===== config.mk =====
export PLATFORM = sky130hd
export DESIGN_NAME = id_ex_stage_flat
export DESIGN_NICKNAME = d
export VERILOG_FILES = /design/src/rtl/id_ex_stage_pkg.sv /design/src/rtl/id_ex_stage_if.sv /design/src/rtl/id_ex_stage_fwd_mux.sv /design/src/rtl/id_ex_stage.sv /design/src/flat_wrapper.sv
export SDC_FILE = /design/constraint.sdc
export NUM_CORES = 1
export LEC_CHECK = 0
export CORE_MARGIN = 2
export CORE_UTILIZATION = 43
export CTS_CLUSTER_DIAMETER = 60
export CTS_CLUSTER_SIZE = 12
export DETAILED_ROUTE_END_ITERATION = 8
export HOLD_SLACK_MARGIN = 0.1
export PLACE_DENSITY = 0.78
export SLEW_MARGIN = 40
export SYNTH_ARGS = -nofsm -noshare
export SYNTH_HDL_FRONTEND = slang
export SYNTH_SLANG_ARGS = --single-unit
export TNS_END_PERCENT = 50

===== constraint.sdc =====
create_clock -name clk -period 2.8 [get_ports clk]
set_clock_uncertainty 0.2 [all_clocks]
set_input_delay 0.56 -clock clk [delete_from_list [all_inputs] [get_ports clk]]
set_output_delay 0.56 -clock clk [all_outputs]
set_load 0.01 [all_outputs]

===== src/rtl/id_ex_stage_pkg.sv =====
// Shared types for the ID/EX stage: ALU operation codes, write flag and the
// operand-select encodings used by the EX-side operand network.
package id_ex_stage_pkg;

  typedef enum logic [3:0] {
    ALU_ADD  = 4'd0,
    ALU_SUB  = 4'd1,
    ALU_SLL  = 4'd2,
    ALU_SLT  = 4'd3,
    ALU_SLTU = 4'd4,
    ALU_XOR  = 4'd5,
    ALU_SRL  = 4'd6,
    ALU_SRA  = 4'd7,
    ALU_OR   = 4'd8,
    ALU_AND  = 4'd9
  } alu_operation_t;

  typedef enum logic {
    LOW  = 1'b0,
    HIGH = 1'b1
  } flag_t;

  typedef enum logic [1:0] {
    A_RS1  = 2'd0,
    A_PC   = 2'd1,
    A_IMM  = 2'd2,
    A_ZERO = 2'd3
  } a_sel_t;

  typedef enum logic [1:0] {
    B_RS2  = 2'd0,
    B_IMM  = 2'd1,
    B_FOUR = 2'd2
  } b_sel_t;

endpackage


===== src/rtl/id_ex_stage_if.sv =====
// Decode-to-EX bundle: hazard controls, decoded fields, MEM/WB forwarding
// sources and the operands/controls handed on to the ALU.
interface id_ex_stage_if import id_ex_stage_pkg::*; #(
  parameter int DATA_WIDTH     = 32,
  parameter int REG_ADDR_WIDTH = 5
) ();

  logic                      stall;
  logic                      flush;

  logic                      id_valid;
  logic [DATA_WIDTH-1:0]     id_pc;
  logic [DATA_WIDTH-1:0]     id_rs1_data;
  logic [DATA_WIDTH-1:0]     id_rs2_data;
  logic [DATA_WIDTH-1:0]     id_imm;
  logic [REG_ADDR_WIDTH-1:0] id_rs1_addr;
  logic [REG_ADDR_WIDTH-1:0] id_rs2_addr;
  logic [REG_ADDR_WIDTH-1:0] id_rd_addr;
  alu_operation_t            id_alu_op;
  a_sel_t                    id_a_sel;
  b_sel_t                    id_b_sel;
  flag_t                     id_reg_write;

  logic [REG_ADDR_WIDTH-1:0] mem_rd_addr;
  logic [REG_ADDR_WIDTH-1:0] wb_rd_addr;
  flag_t                     mem_reg_write;
  flag_t                     wb_reg_write;
  logic [DATA_WIDTH-1:0]     mem_result;
  logic [DATA_WIDTH-1:0]     wb_result;

  logic                      ex_valid;
  logic [DATA_WIDTH-1:0]     bus_a;
  logic [DATA_WIDTH-1:0]     bus_b;
  alu_operation_t            opSel;
  logic [DATA_WIDTH-1:0]     ex_store_data;
  logic [REG_ADDR_WIDTH-1:0] ex_rd_addr;
  flag_t                     ex_reg_write;
  logic [DATA_WIDTH-1:0]     ex_pc;

  modport master (
    output stall, flush,
    output id_valid, id_pc, id_rs1_data, id_rs2_data, id_imm,
    output id_rs1_addr, id_rs2_addr, id_rd_addr,
    output id_alu_op, id_a_sel, id_b_sel, id_reg_write,
    output mem_rd_addr, wb_rd_addr, mem_reg_write, wb_reg_write,
    output mem_result, wb_result,
    input  ex_valid, bus_a, bus_b, opSel, ex_store_data,
    input  ex_rd_addr, ex_reg_write, ex_pc
  );

  modport slave (
    input  stall, flush,
    input  id_valid, id_pc, id_rs1_data, id_rs2_data, id_imm,
    input  id_rs1_addr, id_rs2_addr, id_rd_addr,
    input  id_alu_op, id_a_sel, id_b_sel, id_reg_write,
    input  mem_rd_addr, wb_rd_addr, mem_reg_write, wb_reg_write,
    input  mem_result, wb_result,
    output ex_valid, bus_a, bus_b, opSel, ex_store_data,
    output ex_rd_addr, ex_reg_write, ex_pc
  );

endinterface


===== src/rtl/id_ex_stage_fwd_mux.sv =====
// Forwarding select for one source operand: MEM beats WB beats the stored
// register value, and x0 is never forwarded.
module id_ex_stage_fwd_mux import id_ex_stage_pkg::*; #(
  parameter int DATA_WIDTH     = 32,
  parameter int REG_ADDR_WIDTH = 5
) (
  input  logic [REG_ADDR_WIDTH-1:0] rs_addr,
  input  logic [DATA_WIDTH-1:0]     rs_data,
  input  logic [REG_ADDR_WIDTH-1:0] mem_rd_addr,
  input  flag_t                     mem_reg_write,
  input  logic [DATA_WIDTH-1:0]     mem_result,
  input  logic [REG_ADDR_WIDTH-1:0] wb_rd_addr,
  input  flag_t                     wb_reg_write,
  input  logic [DATA_WIDTH-1:0]     wb_result,
  output logic [DATA_WIDTH-1:0]     fwd_data
);

  logic rs_nonzero_s;
  logic mem_hit_s;
  logic wb_hit_s;

  assign rs_nonzero_s = (rs_addr != {REG_ADDR_WIDTH{1'b0}});
  assign mem_hit_s    = (mem_reg_write == HIGH) && (mem_rd_addr == rs_addr) && rs_nonzero_s;
  assign wb_hit_s     = (wb_reg_write == HIGH) && (wb_rd_addr == rs_addr) && rs_nonzero_s;

  // Priority select of the operand source.
  always_comb begin
    fwd_data = rs_data;
    if (mem_hit_s) begin
      fwd_data = mem_result;
    end else if (wb_hit_s) begin
      fwd_data = wb_result;
    end else begin
      fwd_data = rs_data;
    end
  end

endmodule


===== src/rtl/id_ex_stage.sv =====
// ID/EX pipeline register with stall/flush handling and the forwarding and
// operand-select network that feeds the ALU.
module id_ex_stage import id_ex_stage_pkg::*; #(
  parameter int DATA_WIDTH     = 32,
  parameter int REG_ADDR_WIDTH = 5
) (
  input logic          clk,
  input logic          rst,
  id_ex_stage_if.slave pipe
);

  logic                      valid_r;
  logic [DATA_WIDTH-1:0]     pc_r;
  logic [DATA_WIDTH-1:0]     rs1_data_r;
  logic [DATA_WIDTH-1:0]     rs2_data_r;
  logic [DATA_WIDTH-1:0]     imm_r;
  logic [REG_ADDR_WIDTH-1:0] rs1_addr_r;
  logic [REG_ADDR_WIDTH-1:0] rs2_addr_r;
  logic [REG_ADDR_WIDTH-1:0] rd_addr_r;
  alu_operation_t            alu_op_r;
  a_sel_t                    a_sel_r;
  b_sel_t                    b_sel_r;
  flag_t                     reg_write_r;

  logic                      rs1_wb_hit_s;
  logic                      rs2_wb_hit_s;
  logic [DATA_WIDTH-1:0]     fwd_rs1_s;
  logic [DATA_WIDTH-1:0]     fwd_rs2_s;
  logic [DATA_WIDTH-1:0]     bus_a_s;
  logic [DATA_WIDTH-1:0]     bus_b_s;

  // A WB retirement during a stall is folded into the held operand, otherwise
  // it would be gone by the time the stall releases.
  assign rs1_wb_hit_s = (pipe.wb_reg_write == HIGH) &&
                        (pipe.wb_rd_addr != {REG_ADDR_WIDTH{1'b0}}) &&
                        (pipe.wb_rd_addr == rs1_addr_r);
  assign rs2_wb_hit_s = (pipe.wb_reg_write == HIGH) &&
                        (pipe.wb_rd_addr != {REG_ADDR_WIDTH{1'b0}}) &&
                        (pipe.wb_rd_addr == rs2_addr_r);

  // EX-stage state: reset > flush > stall > load.
  always_ff @(posedge clk) begin
    if (rst) begin
      valid_r     <= 1'b0;
      pc_r        <= {DATA_WIDTH{1'b0}};
      rs1_data_r  <= {DATA_WIDTH{1'b0}};
      rs2_data_r  <= {DATA_WIDTH{1'b0}};
      imm_r       <= {DATA_WIDTH{1'b0}};
      rs1_addr_r  <= {REG_ADDR_WIDTH{1'b0}};
      rs2_addr_r  <= {REG_ADDR_WIDTH{1'b0}};
      rd_addr_r   <= {REG_ADDR_WIDTH{1'b0}};
      alu_op_r    <= ALU_ADD;
      a_sel_r     <= A_ZERO;
      b_sel_r     <= B_IMM;
      reg_write_r <= LOW;
    end else if (pipe.flush) begin
      valid_r     <= 1'b0;
      reg_write_r <= LOW;
      alu_op_r    <= ALU_ADD;
    end else if (pipe.stall) begin
      if (rs1_wb_hit_s) begin
        rs1_data_r <= pipe.wb_result;
      end
      if (rs2_wb_hit_s) begin
        rs2_data_r <= pipe.wb_result;
      end
    end else begin
      valid_r     <= pipe.id_valid;
      pc_r        <= pipe.id_pc;
      rs1_data_r  <= pipe.id_rs1_data;
      rs2_data_r  <= pipe.id_rs2_data;
      imm_r       <= pipe.id_imm;
      rs1_addr_r  <= pipe.id_rs1_addr;
      rs2_addr_r  <= pipe.id_rs2_addr;
      rd_addr_r   <= pipe.id_rd_addr;
      alu_op_r    <= pipe.id_alu_op;
      a_sel_r     <= pipe.id_a_sel;
      b_sel_r     <= pipe.id_b_sel;
      reg_write_r <= pipe.id_reg_write;
    end
  end

  id_ex_stage_fwd_mux #(
    .DATA_WIDTH     (DATA_WIDTH),
    .REG_ADDR_WIDTH (REG_ADDR_WIDTH)
  ) u_fwd_rs1 (
    .rs_addr       (rs1_addr_r),
    .rs_data       (rs1_data_r),
    .mem_rd_addr   (pipe.mem_rd_addr),
    .mem_reg_write (pipe.mem_reg_write),
    .mem_result    (pipe.mem_result),
    .wb_rd_addr    (pipe.wb_rd_addr),
    .wb_reg_write  (pipe.wb_reg_write),
    .wb_result     (pipe.wb_result),
    .fwd_data      (fwd_rs1_s)
  );

  id_ex_stage_fwd_mux #(
    .DATA_WIDTH     (DATA_WIDTH),
    .REG_ADDR_WIDTH (REG_ADDR_WIDTH)
  ) u_fwd_rs2 (
    .rs_addr       (rs2_addr_r),
    .rs_data       (rs2_data_r),
    .mem_rd_addr   (pipe.mem_rd_addr),
    .mem_reg_write (pipe.mem_reg_write),
    .mem_result    (pipe.mem_result),
    .wb_rd_addr    (pipe.wb_rd_addr),
    .wb_reg_write  (pipe.wb_reg_write),
    .wb_result     (pipe.wb_result),
    .fwd_data      (fwd_rs2_s)
  );

  // ALU operand A select.
  always_comb begin
    bus_a_s = {DATA_WIDTH{1'b0}};
    case (a_sel_r)
      A_RS1:   bus_a_s = fwd_rs1_s;
      A_PC:    bus_a_s = pc_r;
      A_IMM:   bus_a_s = imm_r;
      A_ZERO:  bus_a_s = {DATA_WIDTH{1'b0}};
      default: bus_a_s = {DATA_WIDTH{1'b0}};
    endcase
  end

  // ALU operand B select; the unused encoding yields zero.
  always_comb begin
    bus_b_s = {DATA_WIDTH{1'b0}};
    case (b_sel_r)
      B_RS2:   bus_b_s = fwd_rs2_s;
      B_IMM:   bus_b_s = imm_r;
      B_FOUR:  bus_b_s = {{(DATA_WIDTH-3){1'b0}}, 3'd4};
      default: bus_b_s = {DATA_WIDTH{1'b0}};
    endcase
  end

  assign pipe.ex_valid      = valid_r;
  assign pipe.bus_a         = bus_a_s;
  assign pipe.bus_b         = bus_b_s;
  assign pipe.opSel         = alu_op_r;
  assign pipe.ex_store_data = fwd_rs2_s;
  assign pipe.ex_rd_addr    = rd_addr_r;
  assign pipe.ex_reg_write  = (valid_r && (reg_write_r == HIGH)) ? HIGH : LOW;
  assign pipe.ex_pc         = pc_r;

endmodule


===== src/flat_wrapper.sv =====
// flat-port wrapper written by rule: the top's interface ports become plain ports
module id_ex_stage_flat import id_ex_stage_pkg::*;
#(
  parameter int DATA_WIDTH     = 32,
  parameter int REG_ADDR_WIDTH = 5
)
  (clk, rst, pipe_stall, pipe_flush, pipe_id_valid, pipe_id_pc, pipe_id_rs1_data, pipe_id_rs2_data, pipe_id_imm, pipe_id_rs1_addr, pipe_id_rs2_addr, pipe_id_rd_addr, pipe_id_alu_op, pipe_id_a_sel, pipe_id_b_sel, pipe_id_reg_write, pipe_mem_rd_addr, pipe_wb_rd_addr, pipe_mem_reg_write, pipe_wb_reg_write, pipe_mem_result, pipe_wb_result, pipe_ex_valid, pipe_bus_a, pipe_bus_b, pipe_opSel, pipe_ex_store_data, pipe_ex_rd_addr, pipe_ex_reg_write, pipe_ex_pc);
  id_ex_stage_if #(.DATA_WIDTH(DATA_WIDTH), .REG_ADDR_WIDTH(REG_ADDR_WIDTH)) pipe_i ();
  input logic clk;
  input logic rst;
  input wire logic [$bits(pipe_i.stall)-1:0] pipe_stall;
  input wire logic [$bits(pipe_i.flush)-1:0] pipe_flush;
  input wire logic [$bits(pipe_i.id_valid)-1:0] pipe_id_valid;
  input wire logic [$bits(pipe_i.id_pc)-1:0] pipe_id_pc;
  input wire logic [$bits(pipe_i.id_rs1_data)-1:0] pipe_id_rs1_data;
  input wire logic [$bits(pipe_i.id_rs2_data)-1:0] pipe_id_rs2_data;
  input wire logic [$bits(pipe_i.id_imm)-1:0] pipe_id_imm;
  input wire logic [$bits(pipe_i.id_rs1_addr)-1:0] pipe_id_rs1_addr;
  input wire logic [$bits(pipe_i.id_rs2_addr)-1:0] pipe_id_rs2_addr;
  input wire logic [$bits(pipe_i.id_rd_addr)-1:0] pipe_id_rd_addr;
  input wire logic [$bits(pipe_i.id_alu_op)-1:0] pipe_id_alu_op;
  input wire logic [$bits(pipe_i.id_a_sel)-1:0] pipe_id_a_sel;
  input wire logic [$bits(pipe_i.id_b_sel)-1:0] pipe_id_b_sel;
  input wire logic [$bits(pipe_i.id_reg_write)-1:0] pipe_id_reg_write;
  input wire logic [$bits(pipe_i.mem_rd_addr)-1:0] pipe_mem_rd_addr;
  input wire logic [$bits(pipe_i.wb_rd_addr)-1:0] pipe_wb_rd_addr;
  input wire logic [$bits(pipe_i.mem_reg_write)-1:0] pipe_mem_reg_write;
  input wire logic [$bits(pipe_i.wb_reg_write)-1:0] pipe_wb_reg_write;
  input wire logic [$bits(pipe_i.mem_result)-1:0] pipe_mem_result;
  input wire logic [$bits(pipe_i.wb_result)-1:0] pipe_wb_result;
  output wire logic [$bits(pipe_i.ex_valid)-1:0] pipe_ex_valid;
  output wire logic [$bits(pipe_i.bus_a)-1:0] pipe_bus_a;
  output wire logic [$bits(pipe_i.bus_b)-1:0] pipe_bus_b;
  output wire logic [$bits(pipe_i.opSel)-1:0] pipe_opSel;
  output wire logic [$bits(pipe_i.ex_store_data)-1:0] pipe_ex_store_data;
  output wire logic [$bits(pipe_i.ex_rd_addr)-1:0] pipe_ex_rd_addr;
  output wire logic [$bits(pipe_i.ex_reg_write)-1:0] pipe_ex_reg_write;
  output wire logic [$bits(pipe_i.ex_pc)-1:0] pipe_ex_pc;
  assign pipe_i.stall = pipe_stall;
  assign pipe_i.flush = pipe_flush;
  assign pipe_i.id_valid = pipe_id_valid;
  assign pipe_i.id_pc = pipe_id_pc;
  assign pipe_i.id_rs1_data = pipe_id_rs1_data;
  assign pipe_i.id_rs2_data = pipe_id_rs2_data;
  assign pipe_i.id_imm = pipe_id_imm;
  assign pipe_i.id_rs1_addr = pipe_id_rs1_addr;
  assign pipe_i.id_rs2_addr = pipe_id_rs2_addr;
  assign pipe_i.id_rd_addr = pipe_id_rd_addr;
  assign pipe_i.id_alu_op = pipe_id_alu_op;
  assign pipe_i.id_a_sel = pipe_id_a_sel;
  assign pipe_i.id_b_sel = pipe_id_b_sel;
  assign pipe_i.id_reg_write = pipe_id_reg_write;
  assign pipe_i.mem_rd_addr = pipe_mem_rd_addr;
  assign pipe_i.wb_rd_addr = pipe_wb_rd_addr;
  assign pipe_i.mem_reg_write = pipe_mem_reg_write;
  assign pipe_i.wb_reg_write = pipe_wb_reg_write;
  assign pipe_i.mem_result = pipe_mem_result;
  assign pipe_i.wb_result = pipe_wb_result;
  assign pipe_ex_valid = pipe_i.ex_valid;
  assign pipe_bus_a = pipe_i.bus_a;
  assign pipe_bus_b = pipe_i.bus_b;
  assign pipe_opSel = pipe_i.opSel;
  assign pipe_ex_store_data = pipe_i.ex_store_data;
  assign pipe_ex_rd_addr = pipe_i.ex_rd_addr;
  assign pipe_ex_reg_write = pipe_i.ex_reg_write;
  assign pipe_ex_pc = pipe_i.ex_pc;
  id_ex_stage #(.DATA_WIDTH(DATA_WIDTH), .REG_ADDR_WIDTH(REG_ADDR_WIDTH)) u_core (.clk(clk), .rst(rst), .pipe(pipe_i));
endmodule

==> results of run 1 <==
kinds of logic (layout without fill, tap and decap cells):
kind of cell,Yosys count,count (layout),synth area share
mux,103,103,0.119
simple gates,329,329,0.180
flops,153,153,0.354
other cells,0,2,0
xor+xnor,20,20,0.0211
compound gates,309,309,0.259
buf+inv,140,665,0.0675
cells in the mapped netlist, drive strengths merged:
master  instances
o21bai          1
nand3b          3
dfxtp         153
o211ai          1
xnor2          20
nor3           34
o31ai          33
a22o           31
o221ai         32
nor2           76
nor2b           3
o21ai           1
a21oi          81
buf            25
nand2b          1
nand4           4
nand2         170
and2            1
a22oi          32
or2             3
inv            33
a211oi         64
o41ai           1
mux2i         103
or4             3
a31oi          32
clkbuf         82
or4b           31
critical path: stages:
cell and delay (ps):
buf_2 150, buf_4 150, xnor2_2 130, nand4_1 260
nor3_4 340, buf_6 220, buf_12 140, buf_12 100
mux2i_1 320, o221ai_1 220, buf_2 200
metal layers:
| metal | vias up | part of all wire |
|---|---|---|
| li1 | 4898 | - |
| met1 | 5443 | 0.39 |
| met2 | 890 | 0.44 |
| met3 | 217 | 0.11 |
| met4 | 0 | 0.062 |
| met5 | - | 0 |
state kept, by name, indices dropped and copies added, names as in the netlist:
signal,cells
u_core.pipe.ex_pc,32
u_core.pipe.opSel,4
u_core.rs1_addr_r,5
u_core.rs2_addr_r,5
u_core.a_sel_r,2
u_core.b_sel_r,2
u_core.imm_r,32
u_core.reg_write_r,1
u_core.rs2_data_r,32
u_core.pipe.ex_valid,1
u_core.pipe.ex_rd_addr,5
u_core.rs1_data_r,32
power by group through the flow:
stage | combinational [W] | clock [W] | sequential (W)
final | 0.00201 | 0.00232 | 0.00243
after global routing | 0.00209 | 0.00242 | 0.00244
after CTS | 0.00187 | 0.00233 | 0.00241
after detailed placement | 0.00166 | 0 | 0.00245
after global placement | 0.00165 | 0 | 0.00244
after floorplan | 0.000686 | 0 | 0.00243
final timing paths:
kind                                           startpoint                        end  slack, ps  cells past startpoint
worst max-delay path                   pipe_wb_rd_addr[2]             pipe_bus_a[11]       -750                     11
worst min register to register  u_core.pipe.ex_rd_addr[3]  u_core.pipe.ex_rd_addr[3]        260                      2
worst min-delay path            u_core.pipe.ex_rd_addr[3]  u_core.pipe.ex_rd_addr[3]        260                      2
worst max register to register       u_core.rs2_addr_r[2]      u_core.rs2_data_r[11]        250                     10
layout make-up:
cell class                      count  share of cell area
Sequential cell                   153               0.190
Clock buffer                       20              0.0283
Tap cell                          265              0.0206
Multi-Input combinational cell    761               0.379
Antenna cell                        2            0.000310
Inverter                           33             0.00768
Clock inverter                     12             0.00815
Timing Repair Buffer              600               0.365
per-stage QoR:
step / TNS (ps) / setup slack [ps] / total power [W] / utilization / hold WS (ps)
2_1_floorplan: 0 / 24.4 / 0.00311 / - / 250
3_3_place_gp: -112190 / -1170 / 0.00409 / 0.715 / 241
3_5_place_dp: -112360 / -1200 / 0.00411 / 0.715 / 250
4_1_cts: -42710 / -596 / 0.00660 / 0.806 / 260
5_1_grt: -54550 / -782 / 0.00694 / 0.823 / 281
6_report: -50320 / -754 / 0.00676 / 0.823 / 261
repair_timing:
action | in CTS | in global routing
resized for setup | 583 | 79
setup endpoints to repair | 96 | 96
pin swaps | 74 | 18
buffers inserted | 41 | 23
cloned | 11 | 2
==> flow_summary.toml, run 1 <==
[global_route]
grt_max_degree = 84
use_met3 = 0.0853
grt_pass1_vias = 10900
grt_pass1_wl_mm = 67.1
overflow = 0
busiest_layer = "met2"
use_met1 = 0.536
antenna_found_initial = 2
met2_usage = 0.637
grt.total_usage = 0.406

[placement]
postPlaceCellArea_sq_mm = 0.0140
numPortBuffers = 371
dp_cells = 1742
routabilityCongestion = 0.936
post-dp-hpwl_mm = 29.6

[clock_network]
cts_sinks = 153
cts_max_level = 4
clockBufferDepth = 2
cts_hold_buf = 0
path_clk_slew_ps = 70
cts_root_buffer = "clkbuf_16"
numCtsBuffers = 17
cts_tree = "yes"
clock_latency_ps = 430

[synthesis]
ys_seq_area_frac = 0.354
synth_cell_types = 41
yosysWarnings = 0
yosysTopAreaCellShare = 0.354
synth_nets = 1287
netlist_area_sq_mm = 0.00866
synth_cells = 1054
synth_area_leaders = "dfxtp_1, mux2i_1, nand2_1, a211oi_1, a21oi_1"
synth.ff_latch_count = 153
yosysTopAreaCell = "dfxtp_1"
synth.avg_cell_area_sq_um = 8.21

[final_layout]
layout-drive-gt1-share = 0.327
register_area_sq_mm = 0.00307
final_cell_mix = "clkdlybuf4s50_1, nand2_1, buf_4, dfxtp_1, a21oi_1"
nets = 1799
layout.cells.non_filler = 1846
fillerInstances = 1143
area_growth_pct = 86.2
final_common_cell = "clkdlybuf4s50_1"
multi_input_area_sq_mm = 0.00611
fin_area_sq_mm = 0.0161

[power_and_ir_drop]
switching_share = 0.313
clkPwrFrac = 0.343
p_int_w = 0.00465
vdd_drop_max_mv = 0.387
p_sw_w = 0.00211
p_comb_frac = 0.297
p_per_area_mw_per_mm2 = 420
leakage_nw = 6.34
power_frac_seq = 0.360

[drt]
wl_per_cell_microns = 25.4
drcViolationCount = 0
ant_nets = 0
firstDrtPassIters = 6
routed_via_density = 6.20
totalWireLength_mm = 47.0
dr.first_iter.drc_count = 1311
vias = 11400

[timing]
relSlewSlack = 0.579
fmax_ghz = 0.281
rsz0062_at_grt = "true"
tightest_slew_ps = 632
setup_viol = 96
layout_min_cycle_time_ps = 3550
fin_ws_ps = -754
finalCritPeriodShare = 1.27
hold_violations = 0
slew_violations = 0

[floorplan]
fp.dieW_microns = 146
core_sq_mm = 0.0196
die_h_microns = 146
ios = 372
initial_core_util = 0.442
core.rowCount = 51
die_area_sq_mm = 0.0213

[hold_path]
hp-class = "flop to flop"

[status]
outcome = "complete, but fails checks"
violations = "negative setup slack"

[worst_setup_path]
cp_max_fo = 6
cp.required_ps = 2040
crit_type = "input port to output port"
crit_arrival_ps = 2790
critPathCaptureType = "output port"
critPathLaunchType = "input port"

[flow_run]
max_cap_viol_count = 0
(Power assumes the default switching activity.)
==> run 2, diff against run 1 <==
--- a/config.mk
+++ b/config.mk
@@ -12,6 +12,7 @@
 export DETAILED_ROUTE_END_ITERATION = 8
 export HOLD_SLACK_MARGIN = 0.1
 export PLACE_DENSITY = 0.78
+export SETUP_SLACK_MARGIN = 0.02
 export SLEW_MARGIN = 40
 export SYNTH_ARGS = -nofsm -noshare
 export SYNTH_HDL_FRONTEND = slang
==> run 2 against run 1 <==
  * The flow still finishes with violations (negative setup slack)
  * Flip-flop and latch count stayed put
  * Setup slack worse by 21 ps
  * Maximum frequency is 0.59% lower
  * Count of clock-buffer cells in the layout stayed put
  * Worst hold slack worse by 0.89 ps
  * Register-to-register slack worse by 30 ps
  * Sequential power hardly changed
  * Global-route usage stayed put
==> flow_summary.toml, run 2 (synthesis results as in run 1) <==
[status]
outcome = "complete, but fails checks"
violations = "negative setup slack"

[worst_setup_path]
crit_type = "flop to output port"
cp.required_ps = 2040
path_buf_inv = 4
critPathLaunchType = "flop"
crit_slowest_cell = "or4b_4"
crit_arrival_ps = 2810
worst-path-stages = 9
path_delay_family = "simple AND/OR/NAND/NOR gates"
crit_path_max_incr_delay_ps = 590
r2r_cells = 10
cp_max_fo = 11
critPathCaptureType = "output port"
crit_path_cell_trace = "buf_6, xnor2_4, nand4_4, buf_8, buf_16, or4b_4, a31oi_4, a22o_1, buf_2"

[final_layout]
nets = 1799
fillerInstances = 1156
fin_area_sq_mm = 0.0161
layout-drive-gt1-share = 0.327
area_growth_pct = 86.3
final_cell_mix = "clkdlybuf4s50_1, nand2_1, buf_4, dfxtp_1, a21oi_1"
final_common_cell = "clkdlybuf4s50_1"
layout.cells.non_filler = 1847

[hold_path]
holdPathStages = 2
hp-class = "flop to flop"

[flow_run]
max_cap_viol_count = 0

[clock_network]
cts_max_level = 4
clockBufferDepth = 2
path_clk_slew_ps = 70
cts_tree = "yes"
cts_sinks = 153
numCtsBuffers = 17
cts_root_buffer = "clkbuf_16"
clock_latency_ps = 430

[drt]
ant_nets = 0
dr.first_iter.drc_count = 1505
wl_per_cell_microns = 25.8
totalWireLength_mm = 47.6
drcViolationCount = 0
vias = 11500
firstDrtPassIters = 6
routed_via_density = 6.25

[timing]
layout_min_cycle_time_ps = 3570
finalCritPeriodShare = 1.28
hold_violations = 0
slew_violations = 0
fmax_ghz = 0.280
setup_viol = 96
fin_ws_ps = -775
tightest_slew_ps = 624
rsz0062_at_grt = "true"
hold_slack_ps = 260
relSlewSlack = 0.584

[global_route]
overflow = 0
grt_max_degree = 84
grt_pass1_vias = 10900
grt_pass1_wl_mm = 67.1
antenna_found_initial = 3
grt.total_usage = 0.406

[placement]
post-dp-hpwl_mm = 29.6
postPlaceCellArea_sq_mm = 0.0140
numPortBuffers = 371
routabilityCongestion = 0.936
dp_cells = 1742
pre_cts_slack_ps = -1200

[floorplan]
ios = 372
die_area_sq_mm = 0.0213
die_h_microns = 146
core.rowCount = 51
initial_core_util = 0.442
fp.dieW_microns = 146
core_sq_mm = 0.0196

[power_and_ir_drop]
leakage_nw = 6.34
vdd_drop_max_mv = 0.460
p_per_area_mw_per_mm2 = 421
run 2: cell types whose count changed in the layout (fill, tap and decap cells not counted):
cell     previous run  this run
buf_4             157       156
buf_6              69        70
diode_2             2         3
run 2: repair_timing:
action                                  4_1_cts  5_1_grt
endpoints found under the setup margin       96       96
cloned                                       11        2
resized for setup                           583       80
pin swaps                                    74       17
setup buffers                                41       22
hold buffers                                  0        0
run 2: layout make-up:
cell class / count / area (sq um) / area share
clock buffer: 20 / 457 / 0.0283
inverter: 33 / 124 / 0.00768
antenna: 3 / 7.51 / 0.000465
multi-input combinational: 761 / 6110 / 0.379
timing repair buffer: 600 / 5900 / 0.366
clock inverter: 12 / 131 / 0.00815
sequential: 153 / 3070 / 0.190
tap: 265 / 332 / 0.0206
run 2: report_power, final:
part           internal (W)  switching, W
clock network       0.00130       0.00103
logic               0.00105      0.000973
registers           0.00230      0.000132
total               0.00465       0.00214
run 2: worst register-to-register path, stage by stage (launching register included):
cell      delay [ps]
dfxtp_2          340
buf_6            130
xnor2_4          150
nand4_4          190
buf_8            210
buf_16           150
buf_6            130
o31ai_4          330
buf_12           220
nor2_1            90
a211oi_1         330
run 2: per-stage QoR:
stage | utilization | setup TNS (ps) | total power [W]
4_1_cts | 0.806 | -42710 | 0.00660
6_report | 0.823 | -49890 | 0.00679
5_1_grt | 0.823 | -54350 | 0.00697
3_5_place_dp | 0.715 | -112360 | 0.00411
3_3_place_gp | 0.715 | -112190 | 0.00409
2_1_floorplan | - | 0 | 0.00311
run 2: path summary, 6_finish.rpt:
check | startpoint | endpoint | slack, ps
setup / recovery | u_core.rs2_addr_r[2] | pipe_bus_b[12] | -770
setup reg to reg | u_core.rs2_addr_r[2] | u_core.rs2_data_r[28] | 220
hold reg to reg | u_core.pipe.ex_rd_addr[3] | u_core.pipe.ex_rd_addr[3] | 260
hold / removal | u_core.pipe.ex_rd_addr[3] | u_core.pipe.ex_rd_addr[3] | 260
run 2: metal layers:
layer	track usage	vias to the layer above	wire [microns]
li1	-	4893	-
met1	0.536	5490	18200
met2	0.637	935	21300
met3	0.0853	227	5160
met4	0.187	0	2970
met5	0	-	0
==> run 3, diff against run 2 <==
--- a/config.mk
+++ b/config.mk
@@ -5,6 +5,7 @@
 export SDC_FILE = /design/constraint.sdc
 export NUM_CORES = 1
 export LEC_CHECK = 0
+export CORE_ASPECT_RATIO = 1.75
 export CORE_MARGIN = 2
 export CORE_UTILIZATION = 43
 export CTS_CLUSTER_DIAMETER = 60
==> run 3 against run 2 <==
  * The flow still finishes with violations (negative setup slack)
  * Non-clock buffer count grew 6
  * Global-route usage grew 2.1 points
  * Clock power grew 6%
  * Critical path type unchanged
==> flow_summary.toml, run 3 (synthesis results as in run 1) <==
[floorplan]
die_area_sq_mm = 0.0213
core_sq_mm = 0.0197
initial_core_util = 0.439
ios = 372
fp.dieW_microns = 111
core.rowCount = 68
die_h_microns = 192

[drt]
totalWireLength_mm = 49.6
ant_nets = 0
dr.first_iter.drc_count = 1062
routed_via_density = 6.18
firstDrtPassIters = 5
wl_per_cell_microns = 27.1
drcViolationCount = 0
vias = 11300

[placement]
post-dp-hpwl_mm = 34.2
dp_cells = 1762
postPlaceCellArea_sq_mm = 0.0142
numPortBuffers = 371
routabilityCongestion = 1.09

[timing]
relSlewSlack = 0.647
hold_violations = 0
setup_viol = 96
fmax_ghz = 0.295
slew_violations = 0
finalCritPeriodShare = 1.21
fin_ws_ps = -585
hold_slack_ps = 259
layout_min_cycle_time_ps = 3390
rsz0062_at_grt = "true"
tightest_slew_ps = 530

[worst_setup_path]
crit_path_cell_trace = "or4_4, buf_6, nor2_4, buf_12, buf_12, o31ai_1, buf_4, a31oi_4, a22o_1, buf_2"
crit_path_max_incr_delay_ps = 550
cp.required_ps = 2040
critPathLaunchType = "flop"
cp_max_fo = 10
crit_slowest_cell = "or4_4"
crit_type = "flop to output port"
reg2reg_setup_slack_ps = 40
crit_top_cell = "buf_12"
path_buf_inv = 5
critPathCaptureType = "output port"
crit_arrival_ps = 2630
path_delay_family = "buffers and inverters"

[final_layout]
layout-drive-gt1-share = 0.345
area_growth_pct = 88.6
layout.cells.non_filler = 1830
final_cell_mix = "clkdlybuf4s50_1, nand2_1, buf_4, dfxtp_1, mux2i_1"
fillerInstances = 1216
nets = 1805
register_area_sq_mm = 0.00308
fin_area_sq_mm = 0.0163
multi_input_area_sq_mm = 0.00629
final_common_cell = "clkdlybuf4s50_1"

[clock_network]
cts_max_level = 4
cts_sinks = 153
cts_tree = "yes"
cts_hold_buf = 0
numCtsBuffers = 17
cts_root_buffer = "clkbuf_16"
clock_latency_ps = 430
path_clk_slew_ps = 60
clockBufferDepth = 2

[global_route]
overflow = 0
grt.total_usage = 0.428
antenna_found_initial = 3
grt_pass1_wl_mm = 67.6
grt_max_degree = 84
grt_pass1_vias = 11100

[power_and_ir_drop]
vdd_drop_max_mv = 0.379
p_per_area_mw_per_mm2 = 430
leakage_nw = 6.38

[status]
violations = "negative setup slack"
outcome = "complete, but fails checks"

[flow_run]
max_cap_viol_count = 0

[hold_path]
hp-class = "flop to flop"
[run 3: cell types whose count changed in the layout (fill, tap and decap cells not counted), moves of 7 or more]
cell,delta
o221ai_1,-18
buf_6,+12
buf_16,-7
nor3_1,-9
o221ai_2,+18
mux2i_1,+11
mux2i_2,-15
nor3_2,+9
[run 3: per-layer routing]
layer | track usage | share of wire
met1 | 0.401 | 0.31
met2 | 0.771 | 0.50
met3 | 0.0798 | 0.073
met4 | 0.405 | 0.11
met5 | 0 | 0
[run 3: worst paths after layout]
kind | startpoint | endpoint | cells past startpoint
worst max-delay path | u_core.rs2_addr_r[4] | pipe_bus_b[10] | 10
worst min-delay path | u_core.pipe.ex_rd_addr[0] | u_core.pipe.ex_rd_addr[0] | 2
worst min register to register | u_core.pipe.ex_rd_addr[0] | u_core.pipe.ex_rd_addr[0] | 2
worst max register to register | u_core.rs1_addr_r[1] | u_core.rs1_data_r[11] | 15
[run 3: layout make-up]
cell class,instances,area share
diodes,1,0.000153
inverters,33,0.00759
well taps,245,0.0188
repair buffers,606,0.362
flip-flops and latches,153,0.188
clock buffers,20,0.0274
clock inverters,11,0.0105
multi-input cells,761,0.386
[run 3: timing repair]
action	in CTS	in global routing
setup buffers	35	20
pin swaps	91	54
gates resized for setup	580	138
gates cloned	7	5
setup endpoints to repair	96	128
[run 3: worst reg2reg max path, delay by kind of cell (launching register included)]
| kind | cells | cell delay [ps] |
|---|---|---|
| simple gates | 2 | 140 |
| buf+inv | 10 | 1310 |
| xor+xnor | 1 | 130 |
| compound gates | 2 | 560 |
| flops | 1 | 330 |
[run 3: through the flow]
stage | power [W] | setup WS, ps | TNS [ps] | util
after floorplan | 0.00311 | 24.4 | 0 | -
after global placement | 0.00418 | -1140 | -101560 | 0.721
after detailed placement | 0.00420 | -1150 | -103970 | 0.721
after CTS | 0.00686 | -598 | -53150 | 0.802
after global routing | 0.00722 | -636 | -48620 | 0.827
final | 0.00703 | -585 | -43070 | 0.827
[run 3: power breakdown]
part | total [W] | leakage, nW | switching [W] | internal, W
sequential | 0.00243 | 1.26 | 0.000127 | 0.00230
clock | 0.00246 | 0.296 | 0.000945 | 0.00151
combinational | 0.00214 | 4.82 | 0.00102 | 0.00112
total | 0.00703 | 6.38 | 0.00209 | 0.00493
